File: config.mk
export PLATFORM = sky130hd
export DESIGN_NAME = seq_nonrestoring_divider
export DESIGN_NICKNAME = d
export VERILOG_FILES = /design/src/rtl/div_pkg.sv /design/src/rtl/nr_addsub.sv /design/src/rtl/seq_nonrestoring_divider.sv
export SDC_FILE = /design/constraint.sdc
export NUM_CORES = 1
export LEC_CHECK = 0
export CAP_MARGIN = 20
export CELL_PAD_IN_SITES_DETAIL_PLACEMENT = 0
export CELL_PAD_IN_SITES_GLOBAL_PLACEMENT = 1
export CORE_MARGIN = 5
export CORE_UTILIZATION = 42
export DETAILED_ROUTE_END_ITERATION = 8
export HOLD_SLACK_MARGIN = 0.03
export PLACE_DENSITY_LB_ADDON = 0.1
export SYNTH_ARGS = -nofsm -noshare
export SYNTH_HDL_FRONTEND = slang
export SYNTH_SLANG_ARGS = --single-unit
File: constraint.sdc
create_clock -name clk -period 4.3 [get_ports clk]
set_clock_uncertainty 0.1 [all_clocks]
set_input_delay 0.645 -clock clk [delete_from_list [all_inputs] [get_ports clk]]
set_output_delay 0.645 -clock clk [all_outputs]
set_load 0.02 [all_outputs]
File: src/rtl/div_pkg.sv
// Shared definitions for the sequential non-restoring divider.
//   state_t : controller states (IDLE, ITER, CORRECT, FINISH)
//   clog2   : ceiling log2, used to size the iteration counter
package div_pkg;

  typedef enum logic [1:0] {
    IDLE    = 2'd0,
    ITER    = 2'd1,
    CORRECT = 2'd2,
    FINISH  = 2'd3
  } state_t;

  // Smallest r with 2**r >= value (value >= 2 in all uses here).
  function automatic int clog2(input int value);
    int r;
    r = 0;
    for (int i = 0; i < 32; i++) begin
      if ((64'd1 << i) < 64'(value)) r = i + 1;
    end
    return r;
  endfunction

endpackage

File: src/rtl/nr_addsub.sv
// Controlled add/subtract row: sum = sub ? a - b : a + b.
// Ports:
//   a, b : WIDTH-bit signed operands
//   sub  : 1 selects subtraction (b inverted, carry-in 1)
//   sum  : WIDTH-bit result, carry out of the MSB discarded
// This is the shared row that replaces the chain of CAS cells; the divider
// reuses it for every iteration and for the remainder-correction cycle.
module nr_addsub #(
  parameter int WIDTH = 9
) (
  input  logic signed [WIDTH-1:0] a,
  input  logic signed [WIDTH-1:0] b,
  input  logic                    sub,
  output logic signed [WIDTH-1:0] sum
);

  logic signed [WIDTH-1:0] b_x;
  logic signed [WIDTH-1:0] cin;

  assign b_x = b ^ {WIDTH{sub}};
  assign cin = $signed({{(WIDTH-1){1'b0}}, sub});
  assign sum = a + b_x + cin;

endmodule

File: src/rtl/seq_nonrestoring_divider.sv
// Iterative unsigned divider, non-restoring algorithm, one quotient bit per
// clock followed by one remainder-correction clock.
// Ports:
//   clk, rst     : clock, synchronous active-high reset
//   start        : request, accepted only while busy=0
//   dividend     : WIDTH-bit unsigned dividend (captured on acceptance)
//   divisor      : WIDTH-bit unsigned divisor (captured on acceptance)
//   busy         : high from the accepting edge until the edge raising done
//   done         : one-cycle pulse, results valid from this cycle
//   quotient     : WIDTH-bit quotient, all ones on divide-by-zero
//   remainder    : WIDTH-bit remainder, the dividend on divide-by-zero
//   div_by_zero  : set with done when the captured divisor was zero
module seq_nonrestoring_divider
  import div_pkg::*;
#(
  parameter int WIDTH = 8
) (
  input  logic             clk,
  input  logic             rst,
  input  logic             start,
  input  logic [WIDTH-1:0] dividend,
  input  logic [WIDTH-1:0] divisor,
  output logic             busy,
  output logic             done,
  output logic [WIDTH-1:0] quotient,
  output logic [WIDTH-1:0] remainder,
  output logic             div_by_zero
);

  localparam int AW    = WIDTH + 1;
  localparam int CNT_W = clog2(WIDTH + 1);

  state_t state, state_nxt;

  logic [CNT_W-1:0]     cnt;
  logic                 dz_pend;

  // Datapath registers: partial remainder, quotient/dividend shifter, divisor.
  logic signed [AW-1:0] a_reg;
  logic [WIDTH-1:0]     q_reg;
  logic signed [AW-1:0] m_reg;

  logic signed [AW-1:0] shift_a;
  logic signed [AW-1:0] as_a;
  logic signed [AW-1:0] as_sum;
  logic                 as_sub;
  logic                 div_zero_in;

  assign div_zero_in = (divisor == '0);

  // Left shift of {A,Q}: the dividend MSB moves into A.
  assign shift_a = $signed({a_reg[AW-2:0], q_reg[WIDTH-1]});

  // In ITER the row subtracts when the old A is non-negative and adds when
  // negative; in CORRECT it always adds M back onto A.
  always_comb begin
    as_a   = shift_a;
    as_sub = ~a_reg[AW-1];
    if (state == CORRECT) begin
      as_a   = a_reg;
      as_sub = 1'b0;
    end
  end

  nr_addsub #(
    .WIDTH (AW)
  ) u_addsub (
    .a   (as_a),
    .b   (m_reg),
    .sub (as_sub),
    .sum (as_sum)
  );

  always_ff @(posedge clk) begin
    if (rst) state <= IDLE;
    else     state <= state_nxt;
  end

  always_comb begin
    state_nxt = state;
    case (state)
      IDLE: begin
        if (start) state_nxt = div_zero_in ? FINISH : ITER;
      end
      ITER: begin
        if (cnt == CNT_W'(1)) state_nxt = CORRECT;
      end
      CORRECT: state_nxt = FINISH;
      FINISH:  state_nxt = IDLE;
      default: state_nxt = IDLE;
    endcase
  end

  // Control and result registers.
  always_ff @(posedge clk) begin
    if (rst) begin
      busy        <= 1'b0;
      done        <= 1'b0;
      quotient    <= '0;
      remainder   <= '0;
      div_by_zero <= 1'b0;
      cnt         <= '0;
      dz_pend     <= 1'b0;
    end else begin
      done <= 1'b0;
      case (state)
        IDLE: begin
          if (start) begin
            busy        <= 1'b1;
            div_by_zero <= 1'b0;
            dz_pend     <= div_zero_in;
            cnt         <= CNT_W'(WIDTH);
          end
        end
        ITER: begin
          cnt <= cnt - CNT_W'(1);
        end
        CORRECT: begin
          quotient  <= q_reg;
          remainder <= a_reg[AW-1] ? as_sum[WIDTH-1:0] : a_reg[WIDTH-1:0];
        end
        FINISH: begin
          done <= 1'b1;
          busy <= 1'b0;
          // Divide-by-zero skips ITER, so q_reg still holds the dividend.
          if (dz_pend) begin
            div_by_zero <= 1'b1;
            quotient    <= '1;
            remainder   <= q_reg;
          end
        end
        default: ;
      endcase
    end
  end

  // Datapath registers carry no reset; they are always loaded on acceptance.
  always_ff @(posedge clk) begin
    case (state)
      IDLE: begin
        if (start) begin
          a_reg <= '0;
          q_reg <= dividend;
          m_reg <= $signed({1'b0, divisor});
        end
      end
      ITER: begin
        a_reg <= as_sum;
        q_reg <= {q_reg[WIDTH-2:0], ~as_sum[AW-1]};
      end
      default: ;
    endcase
  end

endmodule
# Word level (Yosys, flattened, before mapping)
# Cells that the tools add are included.
# word_totals
regBits	51
input_bits	19
output_inout_bits	19
# op_classes
add_sub_neg	3
eq_ne	7
mux	23
bitwise	3
reduce_logical	11
# op_table
cell	count
case mux 8 bit (2 select lines)	3
two-way mux 8 bit	4
two-way mux 9 bit	2
case mux 9 bit (2 select lines)	1
AND reduction 2 bit	5
adder 9 x 2 -> 9 bit	1
adder 9 bit	1
bitwise XOR 8 x 9 -> 9 bit	1
logical NOT 8 bit	1
case mux 2 bit (4 select lines)	1
case mux 4 bit (2 select lines)	1
two-way mux 2 bit	3
inequality test 2 bit (second input constant)	3
nonzero test 2 bit	3
two-way mux 1 bit	5
equality test 2 bit (second input constant)	2
equality test 4 x 1 -> 1 bit (second input constant)	1
two-way mux 4 bit	1
case mux 1 bit (2 select lines)	2
subtractor 4 x 1 -> 4 bit (second input constant)	1
AND reduction 3 bit	1
equality test 2 x 1 -> 1 bit (second input constant)	1
logical NOT 2 bit	1
NOT 1 bit	2

# Depth between registers and ports, before layout
# Gate-level depths: netlist (run 1).
# depth
ltp_word	7
ltp_mapped	11
ltp_nobuf	10

# By module
# From an unflattened synthesis (run 1), not the netlist that was laid out.
# unflattened
cells_unflattened	279
hier_area_um2	2805.2
# by_module_without_submodules
module	n_inst	cells_each	area_per_inst_um2	seq_area_each_um2
seq_nonrestoring_divider	1	216	2316.0	1271.2
nr_addsub	1	63	489.2	0.0

# Worst setup path after synthesis (run 1)
# Ideal clock, no wire load.
# synth_path
path_type	register to register
startpoint	register state[0]
endpoint	register q_reg[0], data pin
setup_ns	0.260
arrival_time_ns	2.813
slack_ns	1.127
stages_incl_launch_ff	12
path_buffers	2
period_less_slack_ns	3.173
cell_sequence	dfxtp_1 -> inv_1 -> ha_1 -> buf_6 -> clkbuf_1 -> mux2_2 -> fa_1 -> a211oi_2 -> o21bai_1 -> o22ai_1 -> xnor2_1 -> mux2_2
# synth_between
elab_chain_len	7
# synth_lines
item	line	source
from (decl)	seq_nonrestoring_divider.sv:33	state_t state, state_nxt;
from (signal assigned)	seq_nonrestoring_divider.sv:76	else state <= state_nxt;
equality test 2 bit	seq_nonrestoring_divider.sv:59	if (state == CORRECT) begin
two-way mux 1 bit	seq_nonrestoring_divider.sv:59	
bitwise XOR 8 x 9 -> 9 bit	nr_addsub.sv:20	assign b_x = b ^ {WIDTH{sub}};
adder 9 bit	nr_addsub.sv:22	assign sum = a + b_x + cin;
adder 9 x 2 -> 9 bit	nr_addsub.sv:22	
NOT 1 bit	seq_nonrestoring_divider.sv:149	q_reg <= {q_reg[WIDTH-2:0], ~as_sum[AW-1]};
case mux 8 bit (2 select lines) *	seq_nonrestoring_divider.sv:139	case (state)
to (signal assigned)	seq_nonrestoring_divider.sv:143	q_reg <= dividend;
to (signal assigned)	seq_nonrestoring_divider.sv:149	
to (decl)	seq_nonrestoring_divider.sv:40	logic [WIDTH-1:0] q_reg;
# Mark *: on every way between the ends. The rest lies on a longest branch, timed or not.
# A chain may end at the register's enable or synchronous reset.

# Worst setup path in the final report (run 1)
# Ends and elaborated chain as after synthesis.

==> results.sh, run 1 <==
export IMPL_yosys_warnings=0
export IMPL_nets=347
export IMPL_dieArea_mm2=0.00831
export IMPL_powerDensity_mw_per_mm2=872
export IMPL_dpl_cell_area_mm2=0.00319
export IMPL_synthTopCellsByCount="nor2_1, dfxtp_1, edfxtp_1, nand2_1"
export IMPL_synth_distinct_cells=52
export IMPL_slew_headroom_pct=48.2
export IMPL_multiInputGateArea_mm2=0.00138
export IMPL_crit_type="flip-flop to flip-flop"
export IMPL_drt_pass1_iter_count=4
export IMPL_cp_max_fo=12
export IMPL_synth_nets=313
export IMPL_path_cells="inv_1, ha_1, nor2_2, xor2_1, fa_1, a211oi_2, o21bai_1, o22ai_1, xnor2_1, mux2_2"
export IMPL_synthesis_area_mm2=0.00277
export IMPL_slew_viol_final=0
export IMPL_total_power_mw=2.86
export IMPL_vias=2143
export IMPL_switchingPower_mw=1.29
export IMPL_synthArstFlopShare_pct=0
export IMPL_r2r_setup_slack_ns=0.99
export IMPL_cp_start_kind="flip-flop"
export IMPL_cts_tree="done"
export IMPL_yosys_area_top_type="edfxtp_1"
export IMPL_worstMarginPinSlew_ns=0.777
export IMPL_maxCapViolCount=0
export IMPL_seqCellArea_mm2=0.00127
export IMPL_slowest_delay_ns=0.50
export IMPL_rsz0062_at_grt="no"
export IMPL_drtIter0Drc=89
export IMPL_yosysSeqAreaShare_pct=46.0
export IMPL_cp_end_kind="flip-flop"
export IMPL_ys_flop_type="dfxtp_1"
export IMPL_coreArea_mm2=0.00639
export IMPL_syn_instance_count=280
export IMPL_routabilityCongestion=0.775
export IMPL_synth_edf_count=25
export IMPL_htree_levels=2
export IMPL_io_buffers=37
export IMPL_ios=38
export IMPL_p_seq_share_pct=31.4
export IMPL_gr_total_overflow=0
export IMPL_grt_pass1_vias=2053
export IMPL_grt_max_degree=28
export IMPL_r2r_cells=10
export IMPL_p_sw_share_pct=45.0
export IMPL_die_y_um=91.2
export IMPL_wire_per_inst_um=15.9
export IMPL_nFillCells=608
export IMPL_hold_depth=2
export IMPL_layout_drive_gt1_share_pct=10.8
export IMPL_root_buffer="clkbuf_8"
export IMPL_setup_viol=0
export IMPL_clock_latency_ns=0.31
export IMPL_row_count=29
export IMPL_grt_antenna_before_repair=0
export IMPL_crit_path_top_delay_cell="fa_1"
export IMPL_synth_most_common_cell="nor2_1"
export IMPL_die_width_um=91.2
export IMPL_syn_avg_cell_area_um2=9.88
export IMPL_largest_register_ffs=9
export IMPL_wirelength_um=6250
export IMPL_instances_no_fill=392
export IMPL_grtUsageTotal_pct=15.3
export IMPL_drc=0
export IMPL_grt_pass1_wl_um=10400
export IMPL_cts_hold_buf=0
export IMPL_cts_resized=0
export IMPL_cts_clk_slew_worst_paths_ns=0.10
export IMPL_post_cts_repair_setup_buffers=0
export IMPL_synth_top_area_share_pct=27.1
export IMPL_p_comb_share_pct=58.8
export IMPL_fmax_ghz=0.302
export IMPL_hp_class="flip-flop to flip-flop"
export IMPL_peakVddDrop_mv=0.402
export IMPL_outcome="finished, final reports clean"
export IMPL_pwr_share_clk_pct=9.8
export IMPL_p_int_mw=1.58
export IMPL_viasPerCell=5.47
export IMPL_cp_required_ns=4.26
export IMPL_hold_slack_ns=0.364
export IMPL_floorplan_initialDensity_pct=43.3
export IMPL_area_delta_synth_final_pct=18.6
export IMPL_synth_area_top_cells="edfxtp_1, dfxtp_1, mux2_2, ha_1, nor2_1"
export IMPL_fin_crit_sh_pct=77.0
export IMPL_antenna_left=0
export IMPL_leakage_nw=1.22
export IMPL_diodes=0
export IMPL_design_area_mm2=0.00328
export IMPL_min_period_ns=3.31
export IMPL_finalSetupTns_ns=0
export IMPL_dp_hpwl_um=4600
export IMPL_dpl_cell_count=384
export IMPL_finalHoldViolations=0
export IMPL_clock_sinks=51
export IMPL_ys_ff_latch=51
export IMPL_cts_buffers=5
export IMPL_ctsLongestPathBuffers=2
export IMPL_worst_ep_arrival_time_ns=3.27
path summary, 6_finish.rpt:
path | start | to
max | state[0]$_SDFFE_PP0P_ | q_reg[0]$_DFFE_PP_
min | remainder[1]$_SDFFE_PP0P_ | remainder[1]$_SDFFE_PP0P_
max reg2reg | state[0]$_SDFFE_PP0P_ | q_reg[0]$_DFFE_PP_
min reg2reg | remainder[1]$_SDFFE_PP0P_ | remainder[1]$_SDFFE_PP0P_
power by group through the flow:
stage / registers, mW / clock network [mW] / logic [mW]
2_1_floorplan: 0.915 / 0 / 1.20
3_3_place_gp: 0.908 / 0 / 1.68
3_5_place_dp: 0.913 / 0 / 1.68
4_1_cts: 0.902 / 0.287 / 1.69
5_1_grt: 0.921 / 0.303 / 1.88
6_report: 0.897 / 0.282 / 1.68
cell type report:
class                           instances  share of cell area, %
Clock inverter                          3                  0.572
Sequential cell                        51                   38.7
Timing Repair Buffer                   40                   12.0
Tap cell                               77                   2.94
Inverter                               14                   1.60
Clock buffer                            5                   2.10
Multi-Input combinational cell        202                   42.1
metal layers:
| metal | part of all wire [%] | track usage, % | up-vias |
|---|---|---|---|
| li1 | - | - | 1071 |
| met1 | 46 | 20.7 | 1010 |
| met2 | 48 | 24.9 | 53 |
| met5 | 0 | 0 | - |
| met4 | 1.8 | 5.13 | 0 |
| met3 | 4.5 | 2.40 | 9 |
critical path, delay by kind of cell (launching register included):
family | cells | cell delay [ns]
buffers and inverters | 1 | 0.08
AOI/OAI and AO/OA | 3 | 0.69
muxes | 1 | 0.27
xor gates and xnor gates | 2 | 0.30
and+or+nand+nor | 1 | 0.39
adders and majority gates | 2 | 0.85
DFF | 1 | 0.39
per-stage QoR:
stage          utilization [%]  setup slack (ns)
6_report                  51.4             0.991
5_1_grt                   51.4             0.733
4_1_cts                   51.4             0.969
3_5_place_dp              50.0              1.03
3_3_place_gp              50.0              1.13
2_1_floorplan                -              1.13
cell families after synthesis:
logic type | count (synthesis) | share of synthesized area [%]
and+or+nand+nor | 93 | 15.6
AOI/OAI and AO/OA | 62 | 15.6
DFF | 51 | 46.0
buffers and inverters | 27 | 4.12
muxes | 19 | 7.60
xor gates and xnor gates | 14 | 4.43
adders and majority gates | 14 | 6.60
cell usage in the layout (no fill, tap or decap), drive strengths merged, types with 3 or more instances in the layout:
cell type / instances
a211oi: 10
a21o: 3
a21oi: 17
and2: 4
buf: 3
clkbuf: 5
clkdlybuf4s50: 37
dfxtp: 26
edfxtp: 25
ha: 13
inv: 15
mux2: 16
mux2i: 3
nand2: 18
nand2b: 5
nor2: 39
nor2b: 4
nor3: 12
o21a: 4
o21ai: 8
o22ai: 3
or4: 3
xnor2: 3
xor2: 11
No activity file was read; power rests on OpenSTA's default activity.
==> run 2: changes to the inputs <==
==> constraint.sdc (replaced) <==
create_clock -name clk -period 3.1 [get_ports clk]
set_clock_uncertainty 0.1 [all_clocks]
set_input_delay 0.465 -clock clk [delete_from_list [all_inputs] [get_ports clk]]
set_output_delay 0.465 -clock clk [all_outputs]
set_load 0.02 [all_outputs]
==> results.sh, run 2 (synthesis gave the netlist of run 1 again) <==
export IMPL_outcome="finished, final reports clean"
export IMPL_largest_register_ffs=9
export IMPL_routabilityCongestion=0.828
export IMPL_cts_buffers=5
export IMPL_design_area_mm2=0.00338
export IMPL_fin_crit_sh_pct=94.8
export IMPL_leakage_nw=1.28
export IMPL_cts_clk_slew_worst_paths_ns=0.11
export IMPL_area_delta_synth_final_pct=22.2
export IMPL_rsz0062_at_grt="no"
export IMPL_cp_max_fo=10
export IMPL_grt_pass1_vias=2117
export IMPL_peakVddDrop_mv=0.488
export IMPL_maxCapViolCount=0
export IMPL_path_buf_inv=2
export IMPL_setup_worst_path_start="state[0]$_SDFFE_PP0P_"
export IMPL_r2r_setup_slack_ns=0.16
export IMPL_dp_hpwl_um=4770
export IMPL_wirelength_um=6400
export IMPL_clock_latency_ns=0.31
export IMPL_dpl_cell_area_mm2=0.00326
export IMPL_diodes=0
export IMPL_path_common_cell="mux2_2"
export IMPL_crit_type="flip-flop to flip-flop"
export IMPL_slowest_delay_ns=0.35
export IMPL_htree_levels=2
export IMPL_vias=2146
export IMPL_worstMarginPinSlew_ns=0.600
export IMPL_r2r_start="state[0]$_SDFFE_PP0P_"
export IMPL_finalHoldViolations=0
export IMPL_post_cts_repair_setup_buffers=0
export IMPL_coreArea_mm2=0.00639
export IMPL_die_width_um=91.2
export IMPL_nets=356
export IMPL_drc=0
export IMPL_cp_start_kind="flip-flop"
export IMPL_finalSetupTns_ns=0
export IMPL_final_cell_mix="nor2_1, clkdlybuf4s50_1, dfxtp_1, edfxtp_1, nand2_1"
export IMPL_die_y_um=91.2
export IMPL_crit_path_top_delay_cell="dfxtp_1"
export IMPL_crit_family="compound AO/OA/AOI/OAI gates"
export IMPL_cp_end_kind="flip-flop"
export IMPL_crit_cells=10
export IMPL_grt_pass1_wl_um=10700
export IMPL_r2r_cells=10
export IMPL_clock_sinks=51
export IMPL_cp_required_ns=3.07
export IMPL_row_count=29
export IMPL_ctsLongestPathBuffers=2
export IMPL_floorplan_initialDensity_pct=43.3
export IMPL_viasPerCell=5.35
export IMPL_path_cells="inv_1, ha_2, buf_4, mux2_2, ha_1, a211oi_2, o21bai_1, o22ai_1, xnor2_1, mux2_2"
export IMPL_setup_viol=0
export IMPL_min_period_ns=2.94
export IMPL_grtUsageTotal_pct=15.8
export IMPL_gr_total_overflow=0
export IMPL_powerDensity_mw_per_mm2=1250
export IMPL_final_common_cell="nor2_1"
export IMPL_io_buffers=37
export IMPL_slew_viol_final=0
export IMPL_antenna_left=0
export IMPL_worst_ep_arrival_time_ns=2.91
export IMPL_critPathCapture="q_reg[0]$_DFFE_PP_"
export IMPL_dieArea_mm2=0.00831
export IMPL_hold_slack_ns=0.367
export IMPL_hp_class="flip-flop to flip-flop"
export IMPL_grt_antenna_before_repair=0
export IMPL_fmax_ghz=0.340
export IMPL_drt_pass1_iter_count=4
export IMPL_grt_max_degree=28
export IMPL_cts_tree="done"
export IMPL_layout_drive_gt1_share_pct=13.9
export IMPL_slew_headroom_pct=60.0
export IMPL_drtIter0Drc=128
export IMPL_ios=38
export IMPL_root_buffer="clkbuf_8"
export IMPL_wire_per_inst_um=16.0
export IMPL_regToRegEndpoint="q_reg[0]$_DFFE_PP_"
run 2: cell types whose count changed in the layout (fill, tap and decap cells not counted):
cell and change:
inv_6 +1, ha_1 -1, clkinv_1 -1, ha_2 +1
bufinv_16 +1, buf_4 +9, inv_4 -1
run 2: layout make-up:
type	instances	area (um2)
Clock inverter	3	47.5
Inverter	14	52.6
Clock buffer	5	68.8
Tap cell	77	96.3
Timing Repair Buffer	49	460
Fill cell	608	3010
Sequential cell	51	1270
Multi-Input combinational cell	202	1380
run 2: how the worst min path moves through the flow:
stage	depth (start not counted)	from	to	slack, ns
after global routing	2	remainder[4]$_SDFFE_PP0P_	remainder[4]$_SDFFE_PP0P_	0.39
after floorplan	2	cnt[1]$_SDFFE_PP0P_	cnt[1]$_SDFFE_PP0P_	0.38
after detailed placement	2	remainder[4]$_SDFFE_PP0P_	remainder[4]$_SDFFE_PP0P_	0.36
after global placement	2	remainder[4]$_SDFFE_PP0P_	remainder[4]$_SDFFE_PP0P_	0.34
after CTS	2	remainder[4]$_SDFFE_PP0P_	remainder[4]$_SDFFE_PP0P_	0.38
final	2	remainder[2]$_SDFFE_PP0P_	remainder[2]$_SDFFE_PP0P_	0.37
run 2: power breakdown:
group	internal, mW	switching (mW)	total [mW]
Combinational	1.11	1.38	2.50
Sequential	1.03	0.193	1.23
Clock	0.245	0.245	0.490
Total	2.39	1.82	4.21
run 2: worst min-delay path, cell delays in order (launching register included):
cell	delay, ns
dfxtp_1	0.33
nand2_1	0.05
a21oi_1	0.05
run 2: through the flow:
stage	cells	utilization [%]	setup WS [ns]	total power, mW
after floorplan	280	-	0.0603	2.94
after global placement	393	51.1	0.204	3.73
after detailed placement	393	51.1	0.124	3.73
after CTS	401	52.9	0.0875	4.23
after global routing	401	52.9	0.00941	4.57
final	401	52.9	0.162	4.21
run 2: metal layers:
metal | up-vias | track usage [%] | wire [um]
li1 | 1087 | - | -
met1 | 1001 | 20.8 | 2970
met2 | 54 | 26.9 | 3080
met3 | 4 | 3.14 | 299
met4 | 0 | 3.30 | 48
met5 | - | 0 | 0
run 2: timing repair:
item                                    CTS  global route
endpoints found under the setup margin    0             1
hold endpoints to repair                  0             0
hold buffers                              0             0
resized for setup                         0             1
==> run 3: changes to the inputs <==
--- a/config.mk
+++ b/config.mk
@@ -5,12 +5,14 @@
 export SDC_FILE = /design/constraint.sdc
 export NUM_CORES = 1
 export LEC_CHECK = 0
-export CAP_MARGIN = 20
+export CAP_MARGIN = 40
 export CELL_PAD_IN_SITES_DETAIL_PLACEMENT = 0
 export CELL_PAD_IN_SITES_GLOBAL_PLACEMENT = 1
+export CORE_ASPECT_RATIO = 1.1
 export CORE_MARGIN = 5
 export CORE_UTILIZATION = 42
 export DETAILED_ROUTE_END_ITERATION = 8
+export GPL_TIMING_DRIVEN = 0
 export HOLD_SLACK_MARGIN = 0.03
 export PLACE_DENSITY_LB_ADDON = 0.1
 export SYNTH_ARGS = -nofsm -noshare
==> results.sh, run 3 (synthesis gave the netlist of run 1 again) <==
export IMPL_instances_no_fill=415
export IMPL_grt_pass1_wl_um=10700
export IMPL_worstMarginPinSlew_ns=0.573
export IMPL_leakage_nw=1.32
export IMPL_ctsLongestPathBuffers=2
export IMPL_cp_required_ns=3.08
export IMPL_hold_slack_ns=0.372
export IMPL_fin_crit_sh_pct=97.2
export IMPL_clock_sinks=51
export IMPL_gr_total_overflow=0
export IMPL_peakVddDrop_mv=0.557
export IMPL_p_int_mw=2.48
export IMPL_p_sw_share_pct=44.3
export IMPL_maxCapViolCount=0
export IMPL_powerDensity_mw_per_mm2=1270
export IMPL_floorplan_initialDensity_pct=42.5
export IMPL_viasPerCell=5.23
export IMPL_diodes=0
export IMPL_wirelength_um=6650
export IMPL_wire_per_inst_um=16.0
export IMPL_grt_max_degree=19
export IMPL_worst_ep_arrival_time_ns=2.99
export IMPL_area_delta_synth_final_pct=26.6
export IMPL_cts_buffers=5
export IMPL_dpl_cell_count=398
export IMPL_outcome="finished, final reports clean"
export IMPL_pwr_share_clk_pct=8.9
export IMPL_grtUsageTotal_pct=16.7
export IMPL_switchingPower_mw=1.97
export IMPL_cp_max_fo=6
export IMPL_htree_levels=2
export IMPL_routabilityCongestion=0.809
export IMPL_io_buffers=36
export IMPL_root_buffer="clkbuf_8"
export IMPL_grt_pass1_vias=2103
export IMPL_cp_start_kind="flip-flop"
export IMPL_antenna_left=0
export IMPL_row_count=31
export IMPL_clock_latency_ns=0.31
export IMPL_drt_pass1_iter_count=4
export IMPL_cts_hold_buf=0
export IMPL_slew_viol_final=0
export IMPL_largest_register_ffs=9
export IMPL_slew_headroom_pct=61.8
export IMPL_cp_end_kind="flip-flop"
export IMPL_fmax_ghz=0.332
export IMPL_final_cell_mix="nor2_1, clkdlybuf4s50_1, edfxtp_1, dfxtp_1, nand2_1"
export IMPL_finalSetupTns_ns=0
export IMPL_die_y_um=95.1
export IMPL_total_power_mw=4.45
export IMPL_setup_viol=0
export IMPL_layout_drive_gt1_share_pct=17.7
export IMPL_grt_antenna_before_repair=0
export IMPL_nets=365
export IMPL_p_seq_share_pct=27.6
export IMPL_vias=2170
export IMPL_cts_clk_slew_worst_paths_ns=0.10
export IMPL_ios=38
export IMPL_dieArea_mm2=0.00831
export IMPL_p_comb_share_pct=63.4
export IMPL_drc=0
export IMPL_final_common_cell="nor2_1"
export IMPL_crit_type="flip-flop to flip-flop"
export IMPL_die_width_um=87.4
export IMPL_coreArea_mm2=0.00652
export IMPL_final_util_pct=53.7
export IMPL_cts_tree="done"
export IMPL_min_period_ns=3.01
export IMPL_dp_hpwl_um=4860
export IMPL_hp_class="flip-flop to flip-flop"
export IMPL_drtIter0Drc=140
export IMPL_finalHoldViolations=0
## run 3: cell count changes in the layout (fill, tap and decap cells not counted), moves of 2 or more
cell,change
buf_12,+2
buf_2,+4
buf_4,-5
clkbuf_1,+6
clkinv_2,+2
ha_1,-2
## run 3: final timing paths
| check | startpoint | end | cells after the start | slack (ns) |
|---|---|---|---|---|
| worst max register to register | state[0]$_SDFFE_PP0P_ | q_reg[0]$_DFFE_PP_ | 13 | 0.09 |
| worst max-delay path | state[0]$_SDFFE_PP0P_ | q_reg[0]$_DFFE_PP_ | 13 | 0.09 |
| worst min-delay path | remainder[1]$_SDFFE_PP0P_ | remainder[1]$_SDFFE_PP0P_ | 2 | 0.37 |
| worst min register to register | remainder[1]$_SDFFE_PP0P_ | remainder[1]$_SDFFE_PP0P_ | 2 | 0.37 |
## run 3: per-layer routing
| metal | routed length, um | up-vias | GRT usage, % |
|---|---|---|---|
| met1 | 3170 | 1032 | 22.4 |
| li1 | - | 1100 | - |
| met3 | 261 | 6 | 3.28 |
| met4 | 62 | 0 | 4.22 |
| met2 | 3160 | 32 | 27.6 |
| met5 | 0 | - | 0 |
## run 3: layout make-up
type                            count  area [um2]
Tap cell                           82         103
Timing Repair Buffer               45         453
Fill cell                         619        3010
Clock buffer                        5        68.8
Buffer                             13        72.6
Clock inverter                      3        18.8
Inverter                           14        52.6
Sequential cell                    51        1270
Multi-Input combinational cell    202        1460
## run 3: worst max-delay path, cell delays in order (launching register included)
cell and delay [ns]:
dfxtp_4 0.38, inv_1 0.06, ha_2 0.19, buf_6 0.13
buf_12 0.13, nor2_4 0.20, buf_12 0.15, xor2_1 0.27
ha_4 0.27, o21a_1 0.17, o21a_1 0.17, o22ai_2 0.18
xnor2_2 0.12, mux2_2 0.27
## run 3: power by group through the flow
stage	logic, mW	registers, mW	clock network [mW]
floorplan	1.67	1.27	0
global placement	2.38	1.23	0
detailed placement	2.40	1.24	0
CTS	2.57	1.22	0.407
global route	3.11	1.27	0.433
finish	2.82	1.23	0.398
## run 3: per-stage QoR
stage / setup WS, ns / instance area [um2]
floorplan: 0.0603 / 2770
global placement: -0.373 / 3230
detailed placement: -0.370 / 3230
CTS: 0.00553 / 3370
global route: -0.0187 / 3500
finish: 0.0866 / 3500
## run 3: timing repair
action / 4_1_cts / 5_1_grt
endpoints found under the setup margin: 11 / 10
setup buffers: 1 / 8
resized for setup: 8 / 13
pin swaps: 3 / 8
